--- src/rtl/ripple_count_capture.sv ---
`default_nettype none
// ============================================================================
// Module      : ripple_count_capture
// Description : Synchronizes and filters a ripple counter output, extends it
//               to a wrap-aware wide count and reports changes as events.
// Revision    : 1.0 - initial release
// ============================================================================
module ripple_count_capture #(
    parameter int IN_W   = 4,
    parameter int EXT_W  = 16,
    parameter int STABLE = 2
) (
    input  logic               clk,
    input  logic               rst,
    input  logic [IN_W-1:0]    cnt_in,
    input  logic               clr,
    output logic [EXT_W-1:0]   ext_count,
    output logic [IN_W-1:0]    acc_val,
    output logic               evt_valid,
    input  logic               evt_ready,
    output logic [IN_W+1:0]    evt_delta,
    output logic               evt_wrap,
    output logic               overrun,
    output logic               ext_ovf
);

    localparam logic [3:0] c_STABLE  = 4'(STABLE);
    localparam logic [3:0] c_CNT_MAX = 4'hF;

    logic [IN_W-1:0]  r_s1;
    logic [IN_W-1:0]  r_s2;
    logic [3:0]       r_stab_cnt;
    logic [IN_W-1:0]  r_acc;
    logic [EXT_W-1:0] r_ext;
    logic             r_evt_valid;
    logic [IN_W+1:0]  r_evt_delta;
    logic             r_evt_wrap;
    logic             r_overrun;
    logic             r_ext_ovf;

    logic             w_accept;
    logic [IN_W-1:0]  w_delta;
    logic             w_wrap;
    logic [EXT_W:0]   w_ext_sum;
    logic [IN_W+2:0]  w_merge_sum;
    logic [IN_W+1:0]  w_merge_sat;
    logic             w_xfer;

    // Stability count is taken from registered state, which gives the
    // extra edge of latency between reaching STABLE and acceptance.
    assign w_accept    = (r_stab_cnt == c_STABLE) && (r_s2 != r_acc);
    assign w_delta     = r_s2 - r_acc;
    assign w_wrap      = (r_s2 < r_acc);
    assign w_ext_sum   = {1'b0, r_ext} + {{(EXT_W+1-IN_W){1'b0}}, w_delta};
    assign w_merge_sum = {1'b0, r_evt_delta} + {3'b000, w_delta};
    assign w_merge_sat = w_merge_sum[IN_W+2] ? '1 : w_merge_sum[IN_W+1:0];
    assign w_xfer      = r_evt_valid && evt_ready;

    always_ff @(posedge clk or posedge rst) begin
        if (rst) begin
            r_s1       <= '0;
            r_s2       <= '0;
            r_stab_cnt <= '0;
        end else begin
            r_s1 <= cnt_in;
            r_s2 <= r_s1;
            if (clr || (r_s1 != r_s2)) begin
                r_stab_cnt <= 4'd1;
            end else if (r_stab_cnt != c_CNT_MAX) begin
                r_stab_cnt <= r_stab_cnt + 4'd1;
            end
        end
    end

    always_ff @(posedge clk or posedge rst) begin
        if (rst) begin
            r_acc       <= '0;
            r_ext       <= '0;
            r_evt_valid <= 1'b0;
            r_evt_delta <= '0;
            r_evt_wrap  <= 1'b0;
            r_overrun   <= 1'b0;
            r_ext_ovf   <= 1'b0;
        end else if (clr) begin
            r_acc       <= r_s2;
            r_ext       <= '0;
            r_evt_valid <= 1'b0;
            r_evt_delta <= '0;
            r_evt_wrap  <= 1'b0;
            r_overrun   <= 1'b0;
            r_ext_ovf   <= 1'b0;
        end else if (w_accept) begin
            r_acc <= r_s2;
            r_ext <= w_ext_sum[EXT_W-1:0];
            if (w_ext_sum[EXT_W]) begin
                r_ext_ovf <= 1'b1;
            end
            if (!r_evt_valid || evt_ready) begin
                r_evt_valid <= 1'b1;
                r_evt_delta <= {2'b00, w_delta};
                r_evt_wrap  <= w_wrap;
            end else begin
                // Consumer stalled: fold this change into the pending event.
                r_overrun   <= 1'b1;
                r_evt_delta <= w_merge_sat;
                r_evt_wrap  <= r_evt_wrap | w_wrap;
            end
        end else if (w_xfer) begin
            r_evt_valid <= 1'b0;
        end
    end

    assign ext_count = r_ext;
    assign acc_val   = r_acc;
    assign evt_valid = r_evt_valid;
    assign evt_delta = r_evt_delta;
    assign evt_wrap  = r_evt_wrap;
    assign overrun   = r_overrun;
    assign ext_ovf   = r_ext_ovf;

endmodule
`default_nettype wire

--- config.mk ---
export PLATFORM = sky130hd
export DESIGN_NAME = ripple_count_capture
export DESIGN_NICKNAME = d
export VERILOG_FILES = /design/src/rtl/ripple_count_capture.sv
export SDC_FILE = /design/constraint.sdc
export NUM_CORES = 1
export LEC_CHECK = 0
export ABC_AREA = 1
export BUFFER_PORTS_ARGS = -buffer_cell sky130_fd_sc_hd__clkbuf_2
export CAP_MARGIN = 20
export CORE_UTILIZATION = 53
export DETAILED_ROUTE_END_ITERATION = 12
export HOLD_SLACK_MARGIN = 0.08
export PLACE_DENSITY_LB_ADDON = 0.05
export SYNTH_ARGS = -nofsm -noshare
export SYNTH_HDL_FRONTEND = slang
export SYNTH_SLANG_ARGS = --single-unit
export TNS_END_PERCENT = 5
--- constraint.sdc ---
create_clock -name clk -period 4.6 [get_ports clk]
set_input_delay 0.23 -clock clk [delete_from_list [all_inputs] [get_ports clk]]
set_output_delay 0.23 -clock clk [all_outputs]
set_load 0.01 [all_outputs]
Word-level counts from Yosys, hierarchy flattened --
Index checks and enable logic that the tools add are counted.
Storage, ports and cells: register bits after elaboration 42, word-level logic and storage cells 57
Operators by class: add/sub/neg operators 4, $lt $le $gt $ge 1, equality and inequality tests 6, mux-type cells 23, bitwise logic cells 1, reduce and logical (&&, ||, !) cells 12
Operators with widths (number):
- 2-to-1 mux 16 bit | 2
- 2-to-1 mux 6 bit | 4
- adder 16 x 4 -> 17 bit | 1
- 2-to-1 mux 4 bit | 4
- 2-to-1 mux 1 bit | 13
- inequality test 4 bit | 2
- adder 6 x 4 -> 7 bit | 1
- AND reduction 2 bit | 3
- nonzero test 2 bit | 3
- adder 4 x 1 -> 4 bit (second input constant) | 1
- == test 4 x 2 -> 1 bit (second input constant) | 1
- less-than comparator 4 bit | 1
- inequality test 4 bit (second input constant) | 1
- subtractor 4 bit | 1
- inequality test 3 x 2 -> 1 bit (second input constant) | 1
- nonzero test 3 bit | 1
- logical AND 1 bit | 2
- logical OR 1 bit | 2
- inequality test 2 bit (second input constant) | 1
- logical NOT 1 bit | 1
- bitwise OR 1 bit | 1

Longest topological paths before layout --
Gate-level depths: netlist of run 1.
depth after elaboration 6, depth in mapped cells 15, depth with buffers taken out 15

Worst setup path before layout of run 1 --
OpenSTA, ideal clock, no wires.
path kind reg-to-reg, start register r_acc[0], in the netlist acc_val[0], end register r_ext[4], in the netlist ext_count[4], data arrival time 2269 ps, data required time 4465 ps, path slack 2197 ps, stages on the path, launching flop included 11, path buffers 0, path through dfrtp_1 ha_1 inv_1 fa_1 fa_1 nand3_1 inv_1 nor2_1 nor2_2 o21ai_0 a21oi_1
Between the ends: cells in the longest elaborated chain, start to end 4
Ends and longest elaborated chain:
- from (decl) | RTL line 33 | logic [IN_W-1:0] r_acc;
- from (signal assigned) | RTL line 85 | r_acc <= r_s2;
- from (signal assigned) | RTL line 93 | r_acc <= r_s2;
- subtractor 4 bit | RTL line 52 | assign w_delta = r_s2 - r_acc;
- adder 16 x 4 -> 17 bit | RTL line 54 | assign w_ext_sum = {1'b0, r_ext} + {{(EXT_W+1-IN_W){1'b0}}, w_delta};
- 2-to-1 mux 16 bit | RTL line 92 | end else if (w_accept) begin
- 2-to-1 mux 16 bit | RTL line 84 | end else if (clr) begin
- to (signal assigned) | RTL line 94 | r_ext <= w_ext_sum[EXT_W-1:0];
- to (decl) | RTL line 34 | logic [EXT_W-1:0] r_ext;
Parallel ways exist; a longest one is shown, timed or not. The select of a mux whose other input is x is not followed. A chain may end at the register's enable or synchronous reset.

Worst setup path after layout of run 1 --
start register r_s2[0], end register r_ext[4], in the netlist ext_count[4]
Between the ends: cells in the longest elaborated chain, start to end 4
Ends and longest elaborated chain:
- from (decl) | RTL line 31 | logic [IN_W-1:0] r_s2;
- from (signal assigned) | RTL line 66 | r_s2 <= r_s1;
- subtractor 4 bit | RTL line 52
- adder 16 x 4 -> 17 bit | RTL line 54
- 2-to-1 mux 16 bit | RTL line 92
- 2-to-1 mux 16 bit | RTL line 84
Parallel ways exist; a longest one is shown, timed or not. The select of a mux whose other input is x is not followed.

==> impl_results.md, run 1 <==
* Status: finished with violations
* Failing checks: DRC
* Filler cells at 377
* Via count at 2193
* Vias/cell at 5.272
* Synth Instances at 316
* Diodes inserted at 0
* Place WS at 2051 ps
* Max Cap Viol at 0
* Crit path arrival time at 2740 ps
* Unrepaired setup endpoints after global routing: no
* Hold slack at 173.0 ps
* Final count of hold timing violations at 0
* Yosys warnings at 0
* Register-to-Register Setup Slack at 2040 ps
* Post-layout util at 65.74%
* Share of the synthesized area in the top cell type at 41.69%
* Final Skew at 4.031 ps
* CP startpoint: r_s2[0]
* Crit start category: flip-flop
* Site row count at 24
* Die X at 70.97 um
* Synth top cells by count: nand2_1 (79), dfrtp_1 (42), inv_1 (41)
* Fin crit period at 2563 ps
* Die area at 0.005037 mm2
* Synth Flop Type: dfrtp_1
* Clk slew on worst S/H paths at 80 ps
* Post_cts resized at 0
* Worst skew pair latency at 300 ps
* Post-synth cell types at 30
* Static leakage at 1.564 nW
* Clk buf depth at 2
* Drt first pass iters at 9
* Largest cells by area after synthesis: dfrtp_1 (42%), nand2_1 (12%), ha_1 (7.4%)
* Routed WL per cell at 13.23 um
* Most numerous cell in the Yosys netlist: nand2_1
* RR Endpoint: ext_count[4]
* Area growth from synthesis to layout at 16.67%
* First-pass GRT wire length at 9687 um
* Vias in the first global route at 2137
* CTS HTree Levels at 2
* Post-synth EDFFs at 0
* Initial antenna violation count at 0
* Post-Route WL at 5502 um
* F_max at 0.3902 GHz
* Crit path top cell by count: inv_1
* CTS sink count at 42
* CTS tree: done
* Design area at 0.002942 mm2
* Worst reg2reg path depth at 13
* Final WS setup at 2037 ps
* Core ar. at 0.004474 mm2
* Synthesized area at 0.002521 mm2
* Residual DRC count at 3
* Syn_nets at 342
* Share of layout cells above drive strength 1 at 18.68%
* Worst EP required at 4780 ps
* Hold Path Origin: clr
* Hold path cells at 2
* Layout net count at 389
* Max Transition Viols Final at 0
* Setup bufs post-CTS at 0
* Inserted Clock Buffers at 5
* Clock root buffer: clkbuf_8
* Die height at 70.97 um
* Port bufs at 37
* Placed Area at 0.002749 mm2
* Maximum VDD drop at 0.2115 mV
* Crit path largest cell delay at 400 ps
* Post-DP HPWL at 3929 um
* Ys async rst share at 100.0%
* Post-route antenna net violation count at 0
* Hold_buf cts at 5
* Post-synthesis register bit count at 42
* Critical path peak fanout at 6
* Gpl congestion at 0.8798
* Ports at 38
* Avg Cell Area, Syn at 7.978 um2
* Worst min path class: input pin to flip-flop
* All-layer global routing usage at 24.63%
* Post-synth top area cell: dfrtp_1
* Sequential area share after synthesis at 41.69%
* Iter 0 DRT Violations at 131
* Cell family with most CP delay: adder cells
* CP Capture Type: flip-flop
* Worst slew pin tran at 535.7 ps
* Final period utilization at 55.71%
* Cell Chain, Critical Path: inv_1, ha_1, inv_1, fa_1, xnor2_1, inv_1, ha_1, nand3_1, inv_1, nor2_1, nor2_2, o21ai_0, a21oi_1
* Initial Utilization at 56.35%
* Slowest CP cell: fa_1
* Critical path type: flip-flop to flip-flop
* Slew HR at 64.29%
* PwrDens at 290.1 mW/mm2
* Global route overflow at 0
* Setup violators final at 0
* CP bufs+invs at 4
* Setup tns final at 0 ps
* R2r startpoint: r_s2[0]
* Largest net degree at the start of global routing at 43
* Worst Hold End: evt_valid
-- layout by cell type (no fill, tap or decap), drive strengths merged, types with 8 or more instances in the layout --
cell	count
nand2	88
inv	45
clkbuf	43
dfrtp	42
nor2	33
nand3	27
o21ai	20
a21oi	18
ha	15
nand4	8
-- logic make-up after synthesis --
| logic type | after synthesis | synth area share [%] |
|---|---|---|
| AO/OA/AOI/OAI | 41 | 8.536 |
| flip-flops | 42 | 41.69 |
| buffers and inverters | 49 | 8.139 |
| adder cells (fa/ha/maj) | 18 | 9.826 |
| XOR/XNOR | 4 | 1.390 |
| AND/OR/NAND/NOR | 162 | 30.42 |
-- sequential cells by signal, indices dropped and copies added, names as in the netlist --
register	flops
ext_ovf	1
r_s1	4
ext_count	16
evt_delta	6
r_stab_cnt	4
evt_wrap	1
evt_valid	1
r_s2	4
acc_val	4
overrun	1
-- area by class of cell --
cell class | count | area [um2] | share of cell area [%]
sequential | 42 | 1051 | 35.73
multi-input combinational | 225 | 1265 | 43.00
clock inverter | 2 | 60.06 | 2.042
clock buffer | 6 | 82.58 | 2.807
tap | 52 | 65.06 | 2.212
timing repair buffer | 43 | 242.7 | 8.252
inverter | 46 | 175.2 | 5.955
-- stage by stage --
| step | power, W | std cells |
|---|---|---|
| 2_1_floorplan | 0.0004632 | 316 |
| 3_5_place_dp | 0.0004882 | 403 |
| 3_3_place_gp | 0.0004856 | 403 |
| 5_1_grt | 0.0008843 | 416 |
| 4_1_cts | 0.0008599 | 416 |
| 6_report | 0.0008535 | 416 |
-- worst max-delay path by stage --
stage	to	slack (ps)	depth (start not counted)
after floorplan	ext_count[4]	2200	10
after global placement	ext_count[4]	2140	11
after detailed placement	ext_count[4]	2050	13
after CTS	ext_count[4]	2030	13
after global routing	ext_count[7]	1740	15
final	ext_count[4]	2040	13
-- report_power, final --
group	internal (W)	switching, W	total, W	leakage, nW
combinational	0.0000386	0.0000644	0.000103	0.936
sequential	0.000376	0.00000573	0.000382	0.556
clock	0.000232	0.000137	0.000369	0.0714
-- metal layers --
layer	routed length, um	GRT usage (%)	share of wire, %	up-vias
met2	2628	41.67	48	54
met5	0	0	0	-
met3	266	4.701	4.8	7
met4	58	6.667	1.1	0
met1	2548	32.53	46	1025
li1	-	-	-	1107
No activity file was read; power rests on OpenSTA's default activity.
==> inputs of run 2 (changes only) <==
clock period = 2.5 ns   (was 4.6 ns; I/O delays follow)
==> run 2 against run 1 <==
- register-to-register slack got worse by 1900 ps
- power rose by 74%
- worst hold slack improved by 94 ps
- utilization rose by 1.6 points
- sequential power rose by 84%
- maximum frequency rose by 6.4%
- clock power rose by 50%
- non-clock buffer count rose by 6
- setup slack got worse by 1900 ps
- the run still ends with DRC left
- critical endpoint is now ext_count[10]
==> impl_results.md, run 2 (synthesis gave the netlist of run 1 again) <==
* Status: finished with violations
* Failing checks: DRC
* Met1 usage at 34.63% (+2.1 points)
* Die height at 70.97 um (unchanged)
* Setup violators final at 0 (unchanged)
* Iter 0 DRT Violations at 109 (-17%)
* First-pass GRT wire length at 9473 um (-2.2%)
* P_int at 0.001085 W (+68%)
* PwrDens at 492.8 mW/mm2 (+70%)
* Slew HR at 65.16% (+0.87 points)
* Worst min path class: input pin to flip-flop
* Worst skew pair latency at 300 ps (about the same)
* Net Sw Power at 0.0003991 W (+93%)
* Area growth from synthesis to layout at 19.45%
* Vias in the first global route at 2053 (-3.9%)
* Ports at 38 (unchanged)
* Fin crit period at 2408 ps (-154.6 ps)
* Clock Power Share at 37.4% (-5.8 points)
* Layout net count at 395 (+1.5%)
* CP Capture Type: flip-flop
* Final period utilization at 96.32% (+41 points)
* Worst slew pin tran at 522.6 ps (-13.05 ps)
* Share of layout cells above drive strength 1 at 23.51% (+4.8 points)
* Setup tns final at 0 ps (unchanged)
* Post-route antenna net violation count at 0 (unchanged)
* Port bufs at 37 (unchanged)
* Final Skew at 5.907 ps (+1.876 ps)
* Drt first pass iters at 8 (-1)
* Clk slew on worst S/H paths at 90 ps (about the same)
* Diodes inserted at 0 (unchanged)
* Sw Share at 26.89% (+2.6 points)
* Max Transition Viols Final at 0 (unchanged)
* Clock root buffer: clkbuf_8
* Max Cap Viol at 0 (unchanged)
* Core ar. at 0.004474 mm2 (unchanged)
* CTS tree: done
* Post-Route WL at 5453 um (-0.89%)
* Die area at 0.005037 mm2 (unchanged)
* Gate power share at 15.3% (+3.2 points)
* Crit path arrival time at 2610 ps (-130 ps)
* Final count of hold timing violations at 0 (unchanged)
* Met3 Use GR at 4.843% (+0.14 points)
* Crit start category: flip-flop
* All-layer global routing usage at 24.18% (-0.45 points)
* Cell Chain, Critical Path: ha_1, inv_1, fa_2, fa_1, nand3_1, inv_1, o21ai_0, nor2_1, a21oi_1, nor2_1
* Static leakage at 1.579 nW (+1.0%)
* Inserted Clock Buffers at 5 (unchanged)
* Unrepaired setup endpoints after global routing: yes
* Via count at 2206 (+0.59%)
* Most frequent cells in the layout: nand2_1 (75), dfrtp_1 (42), inv_1 (40), clkbuf_2 (37)
* CP bufs+invs at 2 (-2)
* Crit path largest cell delay at 470 ps (+70 ps)
* Site row count at 24 (unchanged)
* Die X at 70.97 um (unchanged)
* Critical path peak fanout at 3 (-3)
* Post-DP HPWL at 3961 um (+0.82%)
* Global route overflow at 0 (unchanged)
* Initial antenna violation count at 0 (unchanged)
* Place WS at 23.68 ps (-2028 ps)
* Most common cell after layout, fill and taps aside: nand2_1
* Routing usage on met2 at 37.50% (-4.2 points)
* Final WS setup at 92.05 ps (-1945 ps)
* F_max at 0.4153 GHz (+6.4%)
* Critical path type: flip-flop to flip-flop
* Gr busiest metal: met2
* Clk buf depth at 2 (unchanged)
* Vias/cell at 5.227 (-0.84%)
* Cell family with most CP delay: adder cells
* Largest net degree at the start of global routing at 43 (unchanged)
* Residual DRC count at 3 (unchanged)
* Initial Utilization at 56.35% (unchanged)
* CTS HTree Levels at 2 (unchanged)
* Maximum VDD drop at 0.3015 mV (+43%)
* Slowest CP cell: fa_2
* Seq pwr share at 47.3% (+2.6 points)
* CTS sink count at 42 (unchanged)
* Worst EP required at 2700 ps (-2080 ps)
* Max FFs per register at 16 (unchanged)
* Placed Area at 0.002779 mm2 (+1.1%)
* Design area at 0.003012 mm2 (+2.4%)
* Routed WL per cell at 12.92 um (-2.3%)
* Post-layout util at 67.31% (+1.6 points)
* Gpl congestion at 0.8778 (-0.23%)
==> run 2: power groups by stage <==
stage | sequential [W] | clock (W) | combinational, W
final | 0.000702 | 0.000555 | 0.000227
after global routing | 0.000704 | 0.000584 | 0.000260
after detailed placement | 0.000716 | 0 | 0.000199
after CTS | 0.000702 | 0.000571 | 0.000210
after floorplan | 0.000717 | 0 | 0.000135
after global placement | 0.000715 | 0 | 0.000195
==> run 2: path summary, 6_finish.rpt <==
| path | start | to | slack, ps | depth (start not counted) |
|---|---|---|---|---|
| max | acc_val[0] | ext_count[10] | 90 | 10 |
| min | evt_ready | evt_delta[1] | 270 | 4 |
| max reg2reg | acc_val[0] | ext_count[10] | 90 | 10 |
| min reg2reg | r_s1[1] | r_s2[1] | 380 | 0 |
| max in group asynchronous | rst | ext_count[1] | 1640 | 4 |
| min in group asynchronous | rst | r_s1[1] | 490 | 4 |
==> run 2: metal layers <==
| metal | share of wire [%] | vias to the layer above |
|---|---|---|
| li1 | - | 1121 |
| met1 | 48 | 1028 |
| met2 | 47 | 51 |
| met3 | 4.3 | 6 |
| met4 | 0.90 | 0 |
| met5 | 0 | - |
==> run 2: final cells by class <==
| type | instances | area (um2) |
|---|---|---|
| fill | 386 | 1463 |
| multi-input combinational | 225 | 1316 |
| sequential | 42 | 1051 |
| timing repair buffer | 49 | 290.3 |
| inverter | 46 | 175.2 |
| clock buffer | 5 | 68.82 |
| tap | 52 | 65.06 |
| clock inverter | 3 | 45.04 |
==> run 2: tightest hold or removal path: stages <==
cell	delay, ps
clkbuf_2	70
nor2_1	90
o21ai_0	150
o21ai_0	90
==> run 2: timing repair <==
action                                  CTS  global route
hold buffers                              6             0
hold endpoints to repair                 47             0
pin swaps                                 0             3
gates resized for setup                   1            14
endpoints found under the setup margin    3            20
setup buffers                             0             1
==> run 2: metrics by stage <==
stage | total power, W | cells | hold WS [ps]
2_1_floorplan | 0.0008524 | 316 | 156.4
3_3_place_gp | 0.0009103 | 407 | 233.3
3_5_place_dp | 0.0009151 | 407 | 235.0
4_1_cts | 0.001483 | 421 | 238.7
5_1_grt | 0.001548 | 422 | 300.0
6_report | 0.001484 | 422 | 266.6
==> inputs of run 3 (changes only) <==
PLACE_DENSITY = 0.75   (was unset)
PLACE_DENSITY_LB_ADDON = unset   (was 0.05)
clock period = 3.1 ns   (was 2.5 ns; I/O delays follow)
==> run 3 against run 2 <==
- the run still ends with DRC left
- final area shrank 2.3%
- flip-flop and latch count is the same
- utilization shrank 1.6 points
- clock-buffer cell count grew 1
- first-iteration DRC count shrank 7.3%
- setup slack gained 460 ps
- largest power group unchanged
- non-clock buffer count shrank 6
- clock skew grew 7.4 ps
- sequential share of layout area grew 0.83 points
- maximum frequency shrank 5.4%
==> impl_results.md, run 3 (synthesis gave the netlist of run 1 again) <==
* Clock root buffer: clkbuf_8
* CTS sink count at 42 (unchanged)
* Crit start category: flip-flop
* RR Endpoint: ext_count[11]
* Sw Share at 24.22% (-2.7 points)
* Post-Route WL at 5311 um (-2.6%)
* Residual DRC count at 3 (unchanged)
* Final period utilization at 82.07% (-14 points)
* Filler cells at 377 (-2.3%)
* Die height at 70.97 um (unchanged)
* Worst min path class: input pin to flip-flop
* Site row count at 24 (unchanged)
* Largest net degree at the start of global routing at 43 (unchanged)
* Routed WL per cell at 12.77 um (-1.2%)
* Port bufs at 37 (unchanged)
* Max Transition Viols Final at 0 (unchanged)
* Clk buf depth at 2 (unchanged)
* P_int at 0.0009591 W (-12%)
* Inserted Clock Buffers at 5 (unchanged)
* Worst skew pair latency at 300 ps (about the same)
* Vias in the first global route at 1999 (-2.6%)
* Worst slew pin tran at 528.5 ps (+5.828 ps)
* Share of layout cells above drive strength 1 at 18.68% (-4.8 points)
* Fin crit period at 2544 ps (+136.3 ps)
* Worst reg2reg path depth at 14 (+4)
* Register-to-Register Setup Slack at 560 ps (+460 ps)
* Clk slew on worst S/H paths at 90 ps (about the same)
* Setup violators final at 0 (unchanged)
* Area growth from synthesis to layout at 16.67%
* Via count at 2221 (+0.68%)
* Place WS at 572.2 ps (+548.5 ps)
* All-layer global routing usage at 23.03% (-1.1 points)
* R2r startpoint: r_s2[0]
* Drt first pass iters at 12 (+4)
* Post_cts resized at 0 (-1)
* Final Skew at 13.31 ps (+7.406 ps)
* Unrepaired setup endpoints after global routing: no
* Final count of hold timing violations at 0 (unchanged)
* Maximum VDD drop at 0.2467 mV (-18%)
* Max FFs per register at 16 (unchanged)
* Iter 0 DRT Violations at 101 (-7.3%)
* F_max at 0.3931 GHz (-5.4%)
* Global route overflow at 0 (unchanged)
* First-pass GRT wire length at 8990 um (-5.1%)
* Post-route antenna net violation count at 0 (unchanged)
* Post-DP HPWL at 3775 um (-4.7%)
* Critical path peak fanout at 8 (+5)
* Die area at 0.005037 mm2 (unchanged)
* Status: finished with violations
* Worst EP required at 3320 ps (+620 ps)
* Max Cap Viol at 0 (unchanged)
* Seq pwr share at 44.7% (-2.6 points)
* Failing checks: DRC
* Ports at 38 (unchanged)
* Gpl congestion at 0.8827 (+0.56%)
* Clock Power Share at 43.0% (+5.6 points)
* Static leakage at 1.564 nW (-0.99%)
* Initial antenna violation count at 0 (unchanged)
* Final WS setup at 555.8 ps (+463.7 ps)
* Slew HR at 64.77% (-0.39 points)
* Worst Hold End: evt_valid
* Vias/cell at 5.339 (+2.1%)
* Setup bufs post-CTS at 0 (unchanged)
* Hold path cells at 2 (-2)
* Diodes inserted at 0 (unchanged)
* Layout net count at 389 (-1.5%)
* Critical path type: flip-flop to flip-flop
* Most frequent cells in the layout: nand2_1 (79), dfrtp_1 (42), inv_1 (41), clkbuf_2 (37), nor2_1 (27)
* Most common cell after layout, fill and taps aside: nand2_1
* Net Sw Power at 0.0003066 W (-23%)
* Crit path arrival time at 2760 ps (+150 ps)
* Setup tns final at 0 ps (unchanged)
* CP Capture Type: flip-flop
* CTS tree: done
* Hold Path Origin: clr
* Gate power share at 12.2% (-3.1 points)
* Die X at 70.97 um (unchanged)
* PwrDens at 430.3 mW/mm2 (-13%)
* Initial Utilization at 56.35% (unchanged)
* Core ar. at 0.004474 mm2 (unchanged)
* CTS HTree Levels at 2 (unchanged)
==> run 3: cell count changes in the layout (fill, tap and decap cells not counted), sizes merged <==
cell,delta
buf,-5
dlygate4sd3,-1
clkinvlp,-2
clkbuf,+1
bufinv,+1
==> run 3: worst max-delay path, cell delays in order, from the launching register on <==
cell,delay (ps)
dfrtp_1,380
inv_1,90
ha_1,140
inv_1,60
fa_1,390
xnor2_1,220
inv_1,90
ha_1,350
nand2_1,100
nand2_1,60
a21oi_1,160
nand2_2,150
nand3_1,100
nand2_1,50
a21oi_1,140
==> run 3: per-layer routing <==
| layer | track usage, % | vias to the layer above | share of wire, % |
|---|---|---|---|
| met1 | 31.70 | 1033 | 48 |
| li1 | - | 1111 | - |
| met3 | 4.843 | 9 | 4.5 |
| met5 | 0 | - | 0 |
| met4 | 6.889 | 0 | 1.4 |
| met2 | 36.86 | 68 | 46 |
==> run 3: worst max path at each step <==
| stage | cells past startpoint | endpoint | start |
|---|---|---|---|
| 2_1_floorplan | 10 | ext_count[4] | acc_val[0] |
| 3_3_place_gp | 11 | ext_count[4] | r_s2[0] |
| 3_5_place_dp | 13 | ext_count[4] | r_s2[0] |
| 4_1_cts | 14 | ext_count[8] | r_s2[0] |
| 5_1_grt | 13 | ext_count[4] | r_s2[0] |
| 6_report | 14 | ext_count[11] | r_s2[0] |
==> run 3: what timing repair did <==
item | 4_1_cts | 5_1_grt
endpoints found under the hold margin | 46 | 0
hold buffers | 5 | 0
endpoints found under the setup margin | 0 | 0
==> run 3: cell type report <==
class | instances | area [um2] | area share [%]
multi-input combinational | 225 | 1265 | 43.00
sequential | 42 | 1051 | 35.73
inverter | 46 | 175.2 | 5.955
tap | 52 | 65.06 | 2.212
clock buffer | 6 | 82.58 | 2.807
clock inverter | 2 | 60.06 | 2.042
timing repair buffer | 43 | 242.7 | 8.252
==> run 3: per-stage QoR <==
step	cell area (um2)	total power [W]	util (%)	std cells	hold WS [ps]
floorplan	2521	0.0006874	-	316	186.4
global placement	2749	0.0007202	61.44	403	263.3
detailed placement	2749	0.0007247	61.44	403	264.6
CTS	2942	0.001272	65.74	416	86.84
global route	2942	0.001318	65.74	416	105.4
finish	2942	0.001266	65.74	416	92.29
==> run 3: power groups by stage <==
stage	logic, W	clock network, W	registers, W
2_1_floorplan	0.000109	0	0.000578
3_3_place_gp	0.000143	0	0.000577
5_1_grt	0.000177	0.000572	0.000569
6_report	0.000155	0.000545	0.000566
3_5_place_dp	0.000148	0	0.000577
4_1_cts	0.000155	0.000550	0.000566
